$ cat src/rtl/cdma_correlator.sv
// Integrate-and-dump despreader: counts ones over one gold-code period,
// takes a majority decision, and tracks lock and weak-decision statistics.
module cdma_correlator #(
    parameter int CHIPS  = 31,
    parameter int MARGIN = 8,
    parameter int LOCK_N = 4
) (
    input  logic       clk_i,
    input  logic       rst_i,
    input  logic       chip_i,
    input  logic       chip_en_i,
    input  logic       sync_i,
    output logic       bit_o,
    output logic       bit_valid_o,
    output logic       lock_o,
    output logic [7:0] err_cnt_o
);

    localparam int IDXW = $clog2(CHIPS);
    localparam int CW   = $clog2(CHIPS + 1);

    localparam logic [IDXW-1:0] IDX_LAST  = IDXW'(CHIPS - 1);
    localparam logic [CW-1:0]   HALF      = CW'((CHIPS - 1) / 2);
    localparam logic [CW-1:0]   STRONG_HI = CW'(CHIPS - MARGIN);
    localparam logic [CW-1:0]   STRONG_LO = CW'(MARGIN);
    localparam logic [3:0]      LOCK_MAX  = 4'(LOCK_N);

    typedef enum logic [0:0] {
        ST_IDLE  = 1'b0,
        ST_INTEG = 1'b1
    } state_t;

    state_t          state_q, state_d;
    logic [IDXW-1:0] idx_q, idx_d;
    logic [CW-1:0]   ones_q, ones_d;
    logic [3:0]      lock_cnt_q, lock_cnt_d;
    logic            bit_q, bit_d;
    logic            bit_valid_q, bit_valid_d;
    logic            lock_q, lock_d;
    logic [7:0]      err_cnt_q, err_cnt_d;
    logic [CW-1:0]   chip_ext_s;
    logic [CW-1:0]   total_s;
    logic            strong_s;

    assign chip_ext_s = {{(CW-1){1'b0}}, chip_i};
    assign total_s    = ones_q + chip_ext_s;
    assign strong_s   = (total_s >= STRONG_HI) || (total_s <= STRONG_LO);

    // Next-state: sync restarts the symbol; the last chip produces a decision.
    always_comb begin
        state_d     = state_q;
        idx_d       = idx_q;
        ones_d      = ones_q;
        lock_cnt_d  = lock_cnt_q;
        bit_d       = bit_q;
        bit_valid_d = 1'b0;
        lock_d      = lock_q;
        err_cnt_d   = err_cnt_q;
        if (sync_i) begin
            state_d = ST_INTEG;
            if (chip_en_i) begin
                idx_d  = {{(IDXW-1){1'b0}}, 1'b1};
                ones_d = chip_ext_s;
            end else begin
                idx_d  = '0;
                ones_d = '0;
            end
        end else begin
            case (state_q)
                ST_IDLE: begin
                    state_d = ST_IDLE;
                end
                ST_INTEG: begin
                    if (chip_en_i && (idx_q == IDX_LAST)) begin
                        idx_d       = '0;
                        ones_d      = '0;
                        bit_valid_d = 1'b1;
                        bit_d       = (total_s > HALF);
                        if (strong_s) begin
                            if (lock_cnt_q == LOCK_MAX) begin
                                lock_cnt_d = lock_cnt_q;
                            end else begin
                                lock_cnt_d = lock_cnt_q + 4'd1;
                            end
                        end else begin
                            lock_cnt_d = 4'd0;
                            if (err_cnt_q == 8'hFF) begin
                                err_cnt_d = err_cnt_q;
                            end else begin
                                err_cnt_d = err_cnt_q + 8'd1;
                            end
                        end
                        lock_d = (lock_cnt_d == LOCK_MAX);
                    end else if (chip_en_i) begin
                        idx_d  = idx_q + {{(IDXW-1){1'b0}}, 1'b1};
                        ones_d = total_s;
                    end else begin
                        idx_d  = idx_q;
                        ones_d = ones_q;
                    end
                end
                default: begin
                    state_d = ST_IDLE;
                end
            endcase
        end
    end

    // State and output registers with synchronous reset.
    always_ff @(posedge clk_i) begin
        if (rst_i) begin
            state_q     <= ST_IDLE;
            idx_q       <= '0;
            ones_q      <= '0;
            lock_cnt_q  <= 4'd0;
            bit_q       <= 1'b0;
            bit_valid_q <= 1'b0;
            lock_q      <= 1'b0;
            err_cnt_q   <= 8'd0;
        end else begin
            state_q     <= state_d;
            idx_q       <= idx_d;
            ones_q      <= ones_d;
            lock_cnt_q  <= lock_cnt_d;
            bit_q       <= bit_d;
            bit_valid_q <= bit_valid_d;
            lock_q      <= lock_d;
            err_cnt_q   <= err_cnt_d;
        end
    end

    assign bit_o       = bit_q;
    assign bit_valid_o = bit_valid_q;
    assign lock_o      = lock_q;
    assign err_cnt_o   = err_cnt_q;

endmodule

$ cat config.mk
export PLATFORM = sky130hd
export DESIGN_NAME = cdma_correlator
export DESIGN_NICKNAME = d
export VERILOG_FILES = /design/src/rtl/cdma_correlator.sv
export SDC_FILE = /design/constraint.sdc
export NUM_CORES = 1
export LEC_CHECK = 0
export BUFFER_PORTS_ARGS = -buffer_cell sky130_fd_sc_hd__buf_4
export CAP_MARGIN = 25
export CORE_MARGIN = 2
export CORE_UTILIZATION = 52
export CTS_BUF_LIST = sky130_fd_sc_hd__clkbuf_8 sky130_fd_sc_hd__clkbuf_16
export DETAILED_ROUTE_END_ITERATION = 8
export PLACE_DENSITY = 0.75
export SYNTH_ARGS = -nofsm -noshare
export SYNTH_HDL_FRONTEND = slang
export SYNTH_SLANG_ARGS = --single-unit
export TNS_END_PERCENT = 30
$ cat constraint.sdc
create_clock -name clk_i -period 2.2 [get_ports clk_i]
set_input_delay 0.11 -clock clk_i [delete_from_list [all_inputs] [get_ports clk_i]]
set_output_delay 0.11 -clock clk_i [all_outputs]
set_load 0.005 [all_outputs]
==> results of run 1 <==
sequential cells by signal (all words and copies together), names as in the netlist:
register and cells:
lock_o 1, ones_q 5, bit_valid_o 1, lock_cnt_q 4
state_q 1, idx_q 5, err_cnt_o 8, bit_o 1
repair_timing:
item,CTS,global route
pin swaps,0,2
setup endpoints to repair,1,8
resized for setup,1,6
cloned,0,0
logic make-up after synthesis:
group                    after synthesis  share of synthesized area [%]
AO/OA/AOI/OAI                         46                           20.1
XOR/XNOR                               6                           4.11
adder cells (fa/ha/maj)                7                           5.99
buffers and inverters                 13                           5.39
flip-flops                            26                           35.6
multiplexers                           3                           2.14
AND/OR/NAND/NOR                       72                           26.7
worst max-delay path, stage by stage (launching register included):
cell,delay (ns)
dfxtp_1,0.35
ha_2,0.20
ha_4,0.22
o2111a_1,0.25
o21ai_1,0.16
o21ai_2,0.09
a22oi_2,0.20
and4bb_1,0.21
mux2_1,0.30
through the flow:
stage	TNS, ns	power, mW	worst slack [ns]	area [µm²]	utilization, %
after detailed placement	-0.0152	0.552	-0.0152	1600	59.1
after global routing	-0.00909	0.844	-0.00909	1670	61.7
final	0	0.810	0.110	1670	61.7
after CTS	0	0.813	0.0111	1640	60.7
after global placement	0	0.550	0.0520	1600	59.1
after floorplan	0	0.535	0.0388	1460	-
cells in the final DEF (no fill, tap or decap), types with 4 or more instances in the layout:
cell / instances
buf_4: 21
nand3_1: 14
o21ai_0: 8
dfxtp_1: 26
inv_1: 4
nor3_1: 4
xor2_1: 4
or3_1: 5
ha_1: 5
a21oi_1: 16
nand2_1: 9
nor2_1: 19
per-layer routing:
metal  vias up  part of all wire (%)  global-route usage (%)  wire length (µm)
li1        659                     -                       -                 -
met1       631                    44                    21.8              1300
met2        16                    52                    35.1              1550
met3         4                   2.7                    2.72                81
met4         0                   1.4                    7.97                41
met5         -                     0                       0                 0
worst max path at each step:
stage,from,end,depth (start not counted),slack [ns]
final,ones_q[0],err_cnt_o[7],8,0.11
after global routing,ones_q[0],err_cnt_o[7],8,-0.009
after CTS,ones_q[0],err_cnt_o[7],8,0.01
after detailed placement,ones_q[0],err_cnt_o[7],8,-0.02
after global placement,ones_q[0],err_cnt_o[7],8,0.05
after floorplan,ones_q[0],err_cnt_o[7],8,0.04
final cells by class:
| type | count | area [µm²] | share of cell area (%) |
|---|---|---|---|
| Sequential cell | 26 | 520 | 31.1 |
| Inverter | 4 | 15.0 | 0.898 |
| Multi-Input combinational cell | 134 | 887 | 53.1 |
| Timing Repair Buffer | 22 | 169 | 10.1 |
| Clock buffer | 3 | 41.3 | 2.47 |
| Tap cell | 31 | 38.8 | 2.32 |
power groups by stage:
stage                     Combinational (mW)  Sequential (mW)  Clock (mW)
final                                 0.0676            0.478       0.264
after global routing                  0.0756            0.479       0.290
after CTS                             0.0631            0.478       0.272
after detailed placement              0.0626            0.489           0
after global placement                0.0610            0.489           0
after floorplan                       0.0458            0.489           0
==> flow_summary.yaml, run 1 <==
setup_path:
  end_kind: "register"
  crit_path_start_kind: "register"
  ff2ff_path_depth: 8
  cp.arrival_ns: 2.25
  r2r-start: "ones_q[0]"
  critPathKind: "reg2reg"
  crit_fanout: 6
  r2r_end: "err_cnt_o[7]"
  cp.required_ns: 2.36
  r2r_slack_ns: 0.11
floorplan:
  dieArea_um2: 3250
  floorplan.initialDensity_pct: 54.0
  row_count: 19
  fp.coreArea_um2: 2710
  fp.dieW_um: 57.0
  io_pins: 16
  die-height_um: 57.0
route:
  num_vias: 1310
  viasPerCell: 5.95
  wire_per_inst_um: 13.5
  remaining_drc_errors: 0
  wl_mm: 2.97
  drtPass1Iterations: 4
  drt-initial-drc-count: 34
  postRouteAntennaNets: 0
global_route:
  antenna_found_initial: 0
  grt_overflow_total: 0
  grt_use_total_pct: 19.0
  grt_max_degree: 28
  grt_pass1_wl_mm: 4.97
  first_global_vias: 1197
synthesis:
  synthFlopType: "dfxtp_1"
  postSynthCellCount: 173
  synth_seq_area_share_pct: 35.6
  async_flop_share_pct: 0
  synth.distinct_cells: 48
  synth_edf_count: 0
  ys_ff_latch: 26
  yosysMostFrequentCell: "dfxtp_1"
  synth_area_per_cell_um2: 8.45
  synth_top_area_share_pct: 35.6
  syn_area_um2: 1460
  synth_fp_nets: 185
  yosys_warnings: 0
  yosys-top-cells-area: "dfxtp_1 36%, ha_1 6.0%, a21oi_1 5.8%, nor2_1 4.9%, nand3_1 4.8%"
  yosys.area.top_type: "dfxtp_1"
  synthTopCellsByCount: "26 x dfxtp_1, 19 x nor2_1, 17 x a21oi_1, 14 x nand3_1"
clock_tree:
  cts_tree: "yes"
  ctsHoldBuffers: 0
  cts_buffer_depth: 2
  cts_sinks: 26
  cts_setup_buffers: 0
  cts_root_buf: "clkbuf_8"
  clk_pin_slew_ns: 0.08
  cts_inserted_buffers: 3
  clk_latency_ns: 0.27
  htree_levels: 1
sta:
  hold_violations: 0
  slew_viol_final: 0
  timing.fmax_mhz: 479
  skew_ns: 0.00376
  slew_headroom_pct: 66.8
  fin_crit_sh_pct: 95.0
  worst_slew_pin_slew_ns: 0.498
  period_minus_slack_ns: 2.09
  setup_viol_count_final: 0
  worst_hold_slack_ns: 0.127
pwr:
  irDropWorstVdd_mv: 0.319
  internal_power_mw: 0.625
  switchingPower_mw: 0.184
  powerDensity_nw_per_um2: 484
  leakagePower_nw: 0.674
  pwr-share-seq_pct: 59.0
  power_frac_comb_pct: 8.3
  p_clk_share_pct: 32.6
  switching_share_pct: 22.8
outcome:
  status: "finished, final reports clean"
run:
  cap_violations: 0
min_path:
  min_path_type: "in2reg"
  min_path_cells: 3
  hold_end: "state_q"
  min_from: "sync_i"
final_layout:
  area_delta_synth_final_pct: 14.3
  num_antenna_cells: 0
  fillCellCount: 241
  fin_nets: 203
  stdcell_count: 220
  drive_gt1_share_pct: 20.1
placed_design:
  place_hpwl_mm: 2.20
  io_buffers: 15
  gp_congestion: 0.880
  dp.cells: 217
Note: power is estimated with default switching activity, not from simulation.
==> inputs of run 2 (changes only) <==
GPL_TIMING_DRIVEN = 0   (was default)
==> flow_summary.yaml, run 2 (synthesis results as in run 1) <==
pwr:
  powerDensity_nw_per_um2: 539
  irDropWorstVdd_mv: 0.484
  leakagePower_nw: 0.713
sta:
  worst_slew_pin_slew_ns: 0.604
  setup_viol_count_final: 0
  timing.fmax_mhz: 467
  slew_headroom_pct: 59.7
  slew_viol_final: 0
  period_minus_slack_ns: 2.14
  worst_hold_slack_ns: 0.0342
  skew_ns: 0.00572
  fin_crit_sh_pct: 97.4
  final.setup.tns_ns: 0
  fin_ws_ns: 0.0581
  hold_violations: 0
clock_tree:
  clk_latency_ns: 0.27
  cts_root_buf: "clkbuf_8"
  cts_buffer_depth: 2
  ctsHoldBuffers: 0
  cts_tree: "yes"
  cts_sinks: 26
  htree_levels: 1
  cts_inserted_buffers: 3
  clk_pin_slew_ns: 0.09
setup_path:
  critPathKind: "reg2reg"
  ff2ff_path_depth: 9
  cp.arrival_ns: 2.31
  end_kind: "register"
  crit_slowest_cell: "or3_4"
  max_stage_delay_ns: 0.35
  crit_fanout: 5
  cp_cell_sequence: "inv_2 > ha_4 > nand4_4 > or3_4 > buf_6 > nor3b_2 > a22oi_2 > and4bb_1 > mux2_1"
  cp.required_ns: 2.37
  crit_path_start_kind: "register"
global_route:
  grt_use_met2_pct: 33.7
  first_global_vias: 1172
  antenna_found_initial: 0
  grt_overflow_total: 0
  grt_util_met3_pct: 2.72
  met1_usage_pct: 25.7
  grt_max_degree: 16
  gr-max-usage-layer: "met2"
  grt_use_total_pct: 19.7
  grt_pass1_wl_mm: 5.15
final_layout:
  register_area_um2: 526
  stdcell_count: 224
  fillCellCount: 235
  drive_gt1_share_pct: 24.4
  finish.instance_area_um2: 1770
  area_delta_synth_final_pct: 21.0
  multi_input_area_um2: 933
  largest_reg_flops: 8
  layout_commonest_cell: "dfxtp_1"
  num_antenna_cells: 0
  final_cell_mix: "22 x dfxtp_1, 19 x nor2_1, 16 x a21oi_1, 16 x buf_4, 14 x nand3_1"
  fin_nets: 206
floorplan:
  fp.dieW_um: 57.0
  row_count: 19
  fp.coreArea_um2: 2710
  dieArea_um2: 3250
  die-height_um: 57.0
  floorplan.initialDensity_pct: 54.0
  io_pins: 16
min_path:
  min_path_cells: 2
  min_path_type: "in2reg"
placed_design:
  dp.cells: 217
  io_buffers: 13
  gp_congestion: 0.869
  dpl_cell_area_um2: 1600
  detailedPlace.worstSlack_ns: -0.130
  place_hpwl_mm: 2.15
route:
  remaining_drc_errors: 0
  viasPerCell: 5.94
  postRouteAntennaNets: 0
  num_vias: 1331
  drt-initial-drc-count: 49
  wire_per_inst_um: 14.0
  wl_mm: 3.13
  drtPass1Iterations: 4
run:
  cap_violations: 0
outcome:
  status: "finished, final reports clean"
-- run 2: changes by cell type in the layout (fill, tap and decap cells not counted), moves of 2 or more --
cell,change
ha_4,+2
buf_4,-5
dfxtp_2,+4
buf_6,+2
buf_2,+2
clkbuf_1,+2
dfxtp_1,-4
-- run 2: final cells by class --
cell class	instances	area share [%]
plain buffers	8	3.39
multi-input cells	134	52.8
clock inverters	1	1.70
flip-flops and latches	26	29.7
clock buffers	3	2.33
well taps	31	2.19
repair buffers	17	7.07
inverters	4	0.849
-- run 2: final timing paths --
path	slack (ns)	startpoint	endpoint
setup / recovery	0.06	idx_q[0]	err_cnt_o[7]
hold / removal	0.03	rst_i	idx_q[3]
setup reg to reg	0.06	idx_q[0]	err_cnt_o[7]
hold reg to reg	0.48	lock_cnt_q[3]	lock_cnt_q[3]
-- run 2: power breakdown --
part | internal (mW) | switching [mW]
Combinational | 0.0322 | 0.0458
Clock | 0.244 | 0.152
Sequential | 0.475 | 0.00495
Total | 0.751 | 0.203
-- run 2: metal layers --
| layer | part of all wire, % | vias up |
|---|---|---|
| met5 | 0 | - |
| met4 | 1.8 | 0 |
| met3 | 3.7 | 7 |
| met2 | 49 | 30 |
| met1 | 46 | 627 |
| li1 | - | 667 |
-- run 2: worst max-delay path: cells and delay by family (launching register included) --
kind | cells | cell delay, ns
AOI/OAI and AO/OA | 1 | 0.11
adders and majority gates | 1 | 0.14
buffers and inverters | 2 | 0.19
DFF | 1 | 0.34
muxes | 1 | 0.31
and+or+nand+nor | 4 | 0.93
-- run 2: repair_timing --
| action | 4_1_cts | 5_1_grt |
|---|---|---|
| pin swaps | 5 | 8 |
| endpoints found under the setup margin | 7 | 5 |
| buffers inserted | 2 | 1 |
| hold endpoints to repair | 0 | 0 |
| gates cloned | 0 | 1 |
| gates resized for setup | 11 | 7 |
-- run 2: per-stage QoR --
stage / power (mW) / utilization (%)
floorplan: 0.535 / -
global placement: 0.550 / 59.0
detailed placement: 0.554 / 59.0
CTS: 0.956 / 63.3
global route: 0.985 / 65.3
finish: 0.954 / 65.3
==> inputs of run 3 (changes only) <==
BUFFER_PORTS_ARGS = default   (was -buffer_cell sky130_fd_sc_hd__buf_4)
CAP_MARGIN = 10   (was 25)
CORE_UTILIZATION = 56   (was 52)
DONT_BUFFER_PORTS = 1   (was default)
PLACE_DENSITY = 0.74   (was 0.75)
==> flow_summary.yaml, run 3 (synthesis results as in run 1) <==
final_layout:
  fillCellCount: 226
  layout_commonest_cell: "dfxtp_1"
  drive_gt1_share_pct: 15.1
  fin_nets: 192
  stdcell_count: 209
  multi_input_area_um2: 901
  final_cell_mix: "23 x dfxtp_1, 19 x nor2_1, 17 x a21oi_1, 14 x nand3_1, 9 x nand2_1"
  finish.instance_area_um2: 1630
  largest_reg_flops: 8
  register_area_um2: 527
  num_antenna_cells: 0
  area_delta_synth_final_pct: 11.6
global_route:
  grt_use_total_pct: 22.8
  antenna_found_initial: 0
  grt_max_degree: 16
  grt_use_met2_pct: 40.3
  met1_usage_pct: 27.6
  grt_pass1_wl_mm: 5.02
  first_global_vias: 1185
  grt_overflow_total: 0
  gr-max-usage-layer: "met2"
  grt_util_met3_pct: 3.49
sta:
  slew_headroom_pct: 66.8
  worst_slew_pin_slew_ns: 0.496
  skew_ns: 0.00539
  period_minus_slack_ns: 2.10
  rsz0062_at_grt: "no"
  setup_viol_count_final: 0
  slew_viol_final: 0
  worst_hold_slack_ns: 0.0323
  hold_violations: 0
  fin_crit_sh_pct: 95.7
  timing.fmax_mhz: 475
  fin_ws_ns: 0.0955
clock_tree:
  cts_inserted_buffers: 3
  cts_root_buf: "clkbuf_8"
  cts_sinks: 26
  cts_tree: "yes"
  clk_pin_slew_ns: 0.09
  cts_buffer_depth: 2
  htree_levels: 1
  clk_latency_ns: 0.27
route:
  drt-initial-drc-count: 17
  num_vias: 1255
  postRouteAntennaNets: 0
  remaining_drc_errors: 0
  viasPerCell: 6.00
  wire_per_inst_um: 14.1
  drtPass1Iterations: 4
  wl_mm: 2.95
pwr:
  p_clk_share_pct: 41.9
  switchingPower_mw: 0.194
  power_frac_comb_pct: 7.2
  pwr-share-seq_pct: 50.9
  internal_power_mw: 0.745
  power_mw: 0.939
  leakagePower_nw: 0.633
  irDropWorstVdd_mv: 0.409
  switching_share_pct: 20.7
  powerDensity_nw_per_um2: 575
floorplan:
  dieArea_um2: 3040
  fp.dieW_um: 55.1
  die-height_um: 55.1
  row_count: 18
  fp.coreArea_um2: 2480
  floorplan.initialDensity_pct: 59.0
  io_pins: 16
setup_path:
  end_kind: "register"
  crit_path_start_kind: "register"
  r2r-start: "ones_q[0]"
  r2r_slack_ns: 0.1
  crit_fanout: 6
  startpoint: "ones_q[0]"
  cp.arrival_ns: 2.27
  critPathKind: "reg2reg"
  cp.required_ns: 2.36
placed_design:
  place_hpwl_mm: 2.07
  dpl_cell_area_um2: 1500
  dp.cells: 203
  detailedPlace.worstSlack_ns: -0.157
  gp_congestion: 0.870
  io_buffers: 0
min_path:
  min_from: "rst_i"
  min_path_type: "in2reg"
run:
  cap_violations: 0
outcome:
  status: "finished, final reports clean"
-- run 3: layer usage --
layer / share of wire, % / wire, µm
met5: 0 / 0
met4: 0.51 / 15
met1: 45 / 1320
met2: 51 / 1500
met3: 3.9 / 116
-- run 3: through the flow --
step                setup TNS, ns  utilization, %
floorplan                       0               -
global placement          -0.0643            60.6
detailed placement         -0.255            60.6
CTS                             0            65.1
global route                    0            65.9
finish                          0            65.9
-- run 3: worst max-delay path: stages (launching register included) --
cell	delay (ns)
dfxtp_2	0.34
ha_2	0.20
ha_4	0.22
o2111a_1	0.25
o21ai_1	0.14
o21ai_2	0.09
a22oi_2	0.24
and4bb_1	0.22
mux2_1	0.30
-- run 3: power groups by stage --
stage | sequential (mW) | clock (mW) | combinational, mW
global route | 0.479 | 0.421 | 0.0754
finish | 0.478 | 0.393 | 0.0675
CTS | 0.478 | 0.404 | 0.0659
global placement | 0.490 | 0 | 0.0559
floorplan | 0.489 | 0 | 0.0458
detailed placement | 0.490 | 0 | 0.0586
-- run 3: layout make-up --
type / count / area share [%]
Multi-Input combinational cell: 134 / 55.2
Sequential cell: 26 / 32.3
Buffer: 7 / 2.99
Clock buffer: 3 / 2.53
Tap cell: 30 / 2.30
Timing Repair Buffer: 4 / 1.99
Clock inverter: 1 / 1.84
Inverter: 4 / 0.920
-- run 3: path summary, 6_finish.rpt --
kind,endpoint,depth (start not counted)
max,err_cnt_o[7],8
min,idx_q[3],2
max reg2reg,err_cnt_o[7],8
min reg2reg,lock_cnt_q[3],2
-- run 3: timing repair --
item                                    4_1_cts  5_1_grt
gates cloned                                  0        0
endpoints found under the setup margin        8        5
resized for setup                            11        1
hold endpoints to repair                      1        0
hold buffers                                  1        0
setup buffers                                 1        2
pin swaps                                     5        3
